===== src/rtl/video_timing_gen_mm.sv =====
// Multi-mode raster timing generator (three run-time selectable modes).
// Mode changes and stop requests are applied only at a frame boundary.
module video_timing_gen_mm #(
    parameter int unsigned            CNT_W  = 12,
    parameter logic [4*CNT_W-1:0]     M0_H   = {CNT_W'(640),  CNT_W'(16),  CNT_W'(96), CNT_W'(48)},
    parameter logic [4*CNT_W-1:0]     M0_V   = {CNT_W'(480),  CNT_W'(10),  CNT_W'(2),  CNT_W'(33)},
    parameter logic [1:0]             M0_POL = 2'b00,
    parameter logic [4*CNT_W-1:0]     M1_H   = {CNT_W'(1280), CNT_W'(110), CNT_W'(40), CNT_W'(220)},
    parameter logic [4*CNT_W-1:0]     M1_V   = {CNT_W'(720),  CNT_W'(5),   CNT_W'(5),  CNT_W'(20)},
    parameter logic [1:0]             M1_POL = 2'b11,
    parameter logic [4*CNT_W-1:0]     M2_H   = {CNT_W'(1920), CNT_W'(88),  CNT_W'(44), CNT_W'(148)},
    parameter logic [4*CNT_W-1:0]     M2_V   = {CNT_W'(1080), CNT_W'(4),   CNT_W'(5),  CNT_W'(36)},
    parameter logic [1:0]             M2_POL = 2'b11
) (
    input  logic             clk,
    input  logic             rst_n,
    input  logic             enable,
    input  logic [1:0]       mode_sel,
    input  logic             mode_req,
    output logic             hsync,
    output logic             vsync,
    output logic             de,
    output logic [CNT_W-1:0] x,
    output logic [CNT_W-1:0] y,
    output logic             line_start,
    output logic             frame_start,
    output logic [1:0]       mode_cur,
    output logic             mode_err
);

    localparam int unsigned TW = 4 * CNT_W;

    typedef enum logic [1:0] {IDLE, RUN, DRAIN} state_t;

    state_t           state, nxt_state;
    logic [1:0]       pending, nxt_mode;
    logic [CNT_W-1:0] nxt_x, nxt_y;

    // Timing table lookup; field order is {active, front_porch, sync_width, back_porch}.
    function automatic logic [TW-1:0] sel_h(input logic [1:0] m);
        case (m)
            2'd1:    return M1_H;
            2'd2:    return M2_H;
            default: return M0_H;
        endcase
    endfunction

    function automatic logic [TW-1:0] sel_v(input logic [1:0] m);
        case (m)
            2'd1:    return M1_V;
            2'd2:    return M2_V;
            default: return M0_V;
        endcase
    endfunction

    function automatic logic [1:0] sel_pol(input logic [1:0] m);
        case (m)
            2'd1:    return M1_POL;
            2'd2:    return M2_POL;
            default: return M0_POL;
        endcase
    endfunction

    function automatic logic [CNT_W-1:0] total(input logic [TW-1:0] t);
        return t[3*CNT_W +: CNT_W] + t[2*CNT_W +: CNT_W] + t[CNT_W +: CNT_W] + t[0 +: CNT_W];
    endfunction

    // Counter wrap points for the mode currently being generated.
    logic [TW-1:0]    cur_h, cur_v;
    logic [CNT_W-1:0] h_last, v_last;
    logic             last_x, last_y, boundary;

    always_comb begin
        cur_h    = sel_h(mode_cur);
        cur_v    = sel_v(mode_cur);
        h_last   = total(cur_h) - CNT_W'(1);
        v_last   = total(cur_v) - CNT_W'(1);
        last_x   = (x == h_last);
        last_y   = (y == v_last);
        boundary = last_x && last_y;
    end

    // Next-state, next counters and next mode.
    always_comb begin
        nxt_state = state;
        nxt_x     = x;
        nxt_y     = y;
        nxt_mode  = mode_cur;
        case (state)
            IDLE: begin
                nxt_x = '0;
                nxt_y = '0;
                if (enable) begin
                    nxt_state = RUN;
                    nxt_mode  = pending;
                end
            end
            RUN, DRAIN: begin
                if (last_x) begin
                    nxt_x = '0;
                    nxt_y = last_y ? '0 : y + CNT_W'(1);
                end else begin
                    nxt_x = x + CNT_W'(1);
                end
                if (boundary) nxt_mode = pending;
                if (state == RUN) begin
                    if (!enable) nxt_state = DRAIN;
                end else if (enable) begin
                    nxt_state = RUN;
                end else if (boundary) begin
                    nxt_state = IDLE;
                    nxt_x     = '0;
                    nxt_y     = '0;
                end
            end
            default: nxt_state = IDLE;
        endcase
    end

    // Decode the next x/y against the next mode so registered outputs stay aligned.
    logic [TW-1:0]    nh, nv;
    logic [1:0]       npol;
    logic [CNT_W-1:0] n_ha, n_va, hs_beg, hs_end, vs_beg, vs_end;
    logic             nxt_run, nxt_de, nxt_hs, nxt_vs;

    always_comb begin
        nh      = sel_h(nxt_mode);
        nv      = sel_v(nxt_mode);
        npol    = sel_pol(nxt_mode);
        n_ha    = nh[3*CNT_W +: CNT_W];
        n_va    = nv[3*CNT_W +: CNT_W];
        hs_beg  = n_ha + nh[2*CNT_W +: CNT_W];
        hs_end  = hs_beg + nh[CNT_W +: CNT_W];
        vs_beg  = n_va + nv[2*CNT_W +: CNT_W];
        vs_end  = vs_beg + nv[CNT_W +: CNT_W];
        nxt_run = (nxt_state != IDLE);
        nxt_de  = nxt_run && (nxt_x < n_ha) && (nxt_y < n_va);
        nxt_hs  = nxt_run && (nxt_x >= hs_beg) && (nxt_x < hs_end);
        nxt_vs  = nxt_run && (nxt_y >= vs_beg) && (nxt_y < vs_end);
    end

    always_ff @(posedge clk or negedge rst_n) begin
        if (!rst_n) state <= IDLE;
        else        state <= nxt_state;
    end

    always_ff @(posedge clk or negedge rst_n) begin
        if (!rst_n) begin
            x           <= '0;
            y           <= '0;
            de          <= 1'b0;
            hsync       <= ~M0_POL[1];
            vsync       <= ~M0_POL[0];
            line_start  <= 1'b0;
            frame_start <= 1'b0;
            mode_cur    <= 2'd0;
            pending     <= 2'd0;
            mode_err    <= 1'b0;
        end else begin
            x           <= nxt_x;
            y           <= nxt_y;
            de          <= nxt_de;
            hsync       <= nxt_hs ? npol[1] : ~npol[1];
            vsync       <= nxt_vs ? npol[0] : ~npol[0];
            line_start  <= nxt_run && (nxt_x == '0);
            frame_start <= nxt_run && (nxt_x == '0) && (nxt_y == '0);
            mode_cur    <= nxt_mode;
            mode_err    <= mode_req && (mode_sel == 2'd3);
            if (mode_req && (mode_sel != 2'd3)) pending <= mode_sel;
        end
    end

endmodule

===== config.mk =====
export PLATFORM = sky130hd
export DESIGN_NAME = video_timing_gen_mm
export DESIGN_NICKNAME = d
export VERILOG_FILES = /design/src/rtl/video_timing_gen_mm.sv
export SDC_FILE = /design/constraint.sdc
export NUM_CORES = 1
export LEC_CHECK = 0
export ABC_AREA = 1
export BUFFER_PORTS_ARGS = -buffer_cell sky130_fd_sc_hd__clkbuf_2
export CORE_ASPECT_RATIO = 1.5
export CORE_MARGIN = 2
export CORE_UTILIZATION = 35
export DETAILED_ROUTE_END_ITERATION = 6
export HOLD_SLACK_MARGIN = 0.03
export PLACE_DENSITY = 0.55
export SYNTH_ARGS = -nofsm -noshare
export SYNTH_HDL_FRONTEND = slang
export SYNTH_SLANG_ARGS = --single-unit
export TNS_END_PERCENT = 30

===== constraint.sdc =====
create_clock -name clk -period 10.1 [get_ports clk]
set_input_delay 1.01 -clock clk [delete_from_list [all_inputs] [get_ports clk]]
set_output_delay 1.01 -clock clk [all_outputs]
set_load 0.01 [all_outputs]

==> results.md <==
* Final standard cell count with taps included and fillers excluded at 773
* Routability Congestion at 0.916
* FF+latch count, synth at 36
* Largest fanout on the critical path at 11
* Most numerous cell in the Yosys netlist: sky130_fd_sc_hd__nand2_1
* Cell family with most CP delay: simple AND/OR/NAND/NOR gates
* Async set-reset flop share out of synthesis at 100%
* Detailed-route wire length at 11.8 mm
* Synthesized area divided by synthesized cell count at 6.63 µm²
* Pwr per Cell Area at 279 nW/µm²
* Kind of path behind the tightest hold check: flop to flop
* Die Span X at 90.1 µm
* Classification of the worst setup path: flop to flop
* Share of the synthesized area in the top cell type at 21.9%
* Sequential element share of the synthesized area at 23.2%
* Global-route wire length before repair at 19.4 mm
* Worst slew margin relative to its limit at 36.7%
* Number of instances in the synthesized netlist at 587
* # port buffers at 37
* Count of boundary I/O pins at 38
* Skew final at 0.00544 ns
* Core area at 10900 µm²
* TritonCTS clock tree: built
* Top post-synthesis cells by count: sky130_fd_sc_hd__nand2_1 (151), sky130_fd_sc_hd__inv_1 (81), sky130_fd_sc_hd__nor2_1 (64)
* Clock Tree Root: sky130_fd_sc_hd__clkbuf_16
* Detail Route Antenna Nets at 0
* Total vias in the final route at 3900
* Maximum frequency from static timing analysis at 206 MHz
* Maximum number of pins on one net before global-route repair at 37
* GRT Util Overall at 20.2%
* Fill cell instance count of the final layout at 1190
* Most used flip-flop cell after synthesis: sky130_fd_sc_hd__dfrtp_1
* Internal reg-to-reg setup slack at 5.23 ns
* Sequential cell area at 903 µm²
* Initial Utilization at 35.6%
* Transition time of the tightest slew-check pin at 0.949 ns
* Number of warnings printed during yosys synthesis at 0
* Outcome: completed
* DR WL/cell at 15.3 µm
* WP data required at 10.32 ns
* Number of setup buffers added after CTS at 0
* Area grow syn2layout at 12.5%
* Starting DRT DRC Count at 273
* Total number of H-tree levels at 2
* Nets at 687
* EDFF count, synth at 0
* Kind of start point of the critical path: flop
* Leakage power at 0.00238 µW
* Buffers plus inverters on the worst setup path at 3
* RSZ-0062 raised after global routing: no
* Number of endpoints with negative hold slack in the final report at 0
* Number of global-route vias before repair at 4016
* Clock latency on the worst-skew pair at 0.29 ns
* Library cell occupying the most area in the post-synthesis netlist: sky130_fd_sc_hd__dfrtp_1
* Residual DRC at 0
* Antenna diodes at 0
* Number of placed instances with taps included at 765
* Initial DRT Pass Iterations at 6
* Number of failing setup endpoints in the final timing report at 0
* Initial antenna violation count at 0
* Layout cell share with drive strength beyond 1 at 13.1%
* Combined area of all synthesized cells at 3890 µm²
* Setup TNS at 0 ns
* Net count after synthesis at 649
* Critical Path Most Common Cell: sky130_fd_sc_hd__nand2_1
* Category of the worst setup path capture point: flop
* Post-layout minimum cycle time at 4.87 ns
* Arrival time worst endpoint at 5.08 ns
* Clock-pin slew of the registers on the worst-case setup and hold paths at 0.06 ns
* Number of buffers between clock root and the deepest sink at 2
* CTS Hold Buffers Added at 0
* Largest incremental delay on the critical path at 0.57 ns
* Overflow left after global routing at 0
* Cell types with the largest area share after synthesis: sky130_fd_sc_hd__dfrtp_1 (22%), sky130_fd_sc_hd__ha_1 (18%), sky130_fd_sc_hd__nand2_1 (15%)
* Die Y-Extent at 133 µm
* Netlist cell types at 41
* Total clock buffers created by CTS at 5
* Via-to-Cell Ratio at 5.05
* Num Clock Sinks at 36
* Worst supply voltage drop on vdd at 0.000130 V
* Max Slew Vio Count at 0
* Max-cap viol count at 0
* Worst-path cell with the longest stage delay: sky130_fd_sc_hd__ha_1
* Multi-input logic area at 2590 µm²
* Resize count post-CTS at 0
* Die area at 12000 µm²
* Final Cycle Share at 48.2%
* DP HPWL at 9.58 mm
* Total number of placement rows at 47
-- tightest hold or removal path, stage by stage, from the launching register on --
cell	delay [ns]
sky130_fd_sc_hd__dfrtp_1	0.38
sky130_fd_sc_hd__nand2_1	0.06
sky130_fd_sc_hd__o21ai_0	0.06
-- metal layers --
| metal | share of wire, % | vias to the layer above | global-route usage (%) |
|---|---|---|---|
| met5 | 0 | - | 0 |
| met4 | 3.5 | 0 | 8.72 |
| met3 | 3.4 | 31 | 2.71 |
| met2 | 53 | 88 | 38.9 |
| met1 | 40 | 1823 | 21.9 |
| li1 | - | 1958 | - |
-- cell type report --
cell class / count / area share (%)
tap: 147 / 4.20
clock inverter: 2 / 0.229
inverter: 96 / 8.23
multi-input combinational: 448 / 59.1
timing repair buffer: 38 / 4.40
clock buffer: 6 / 3.17
sequential: 36 / 20.6
-- registers in the layout, summed over array words and instances (netlist names) --
signal,count
de,1
frame_start,1
hsync,1
line_start,1
mode_cur,2
mode_err,1
pending,2
state,2
vsync,1
x,12
y,12
-- power by group --
part	total (µW)	internal, µW	switching [µW]
clock	159	97.3	62.0
sequential	219	180	39.3
combinational	845	288	557
total	1220	565	659
-- logic make-up (layout without fill, tap and decap cells) --
kind of cell | count (synthesis) | in the layout | synth area share, %
simple gates | 293 | 293 | 32.9
compound gates | 80 | 80 | 11.3
buf+inv | 103 | 142 | 10.3
fa+ha+maj | 56 | 56 | 18.0
flops | 36 | 36 | 23.2
xor+xnor | 19 | 19 | 4.27
-- metrics by stage --
step	cell area (µm²)	total power (µW)	utilization (%)	hold WS, ns	worst slack [ns]
global placement	4230	1060	38.7	0.532	5.35
global route	4380	1360	40.0	0.580	4.71
detailed placement	4230	1070	38.7	0.527	5.23
floorplan	3890	838	-	0.470	6.07
CTS	4380	1230	40.0	0.544	5.21
finish	4380	1220	40.0	0.541	5.23
-- layout by cell type, fill, tap and decap left out, types with 3 or more instances in the layout --
cell,instances
sky130_fd_sc_hd__inv_2,12
sky130_fd_sc_hd__nand2_1,151
sky130_fd_sc_hd__o21ai_0,26
sky130_fd_sc_hd__nor2_1,64
sky130_fd_sc_hd__clkinv_1,3
sky130_fd_sc_hd__xnor2_1,5
sky130_fd_sc_hd__nand3_1,31
sky130_fd_sc_hd__o21ai_1,12
sky130_fd_sc_hd__dfrtp_1,34
sky130_fd_sc_hd__o211ai_1,3
sky130_fd_sc_hd__nor2_2,5
sky130_fd_sc_hd__clkbuf_2,37
sky130_fd_sc_hd__clkbuf_16,5
sky130_fd_sc_hd__xor2_1,14
sky130_fd_sc_hd__a21oi_1,27
sky130_fd_sc_hd__nand4_1,9
sky130_fd_sc_hd__nand2_4,4
sky130_fd_sc_hd__inv_1,81
sky130_fd_sc_hd__nor3_1,11
sky130_fd_sc_hd__nand2_2,8
sky130_fd_sc_hd__ha_1,56
-- final timing paths --
path | from | endpoint | cells after the start
min in group asynchronous | rst_n | y[3] | 1
hold reg to reg | pending[1] | pending[1] | 2
setup reg to reg | mode_cur[1] | vsync | 33
max in group asynchronous | rst_n | x[5] | 1
setup / recovery | mode_cur[1] | vsync | 33
hold / removal | pending[1] | pending[1] | 2
Note: power is estimated with default switching activity, not from simulation.
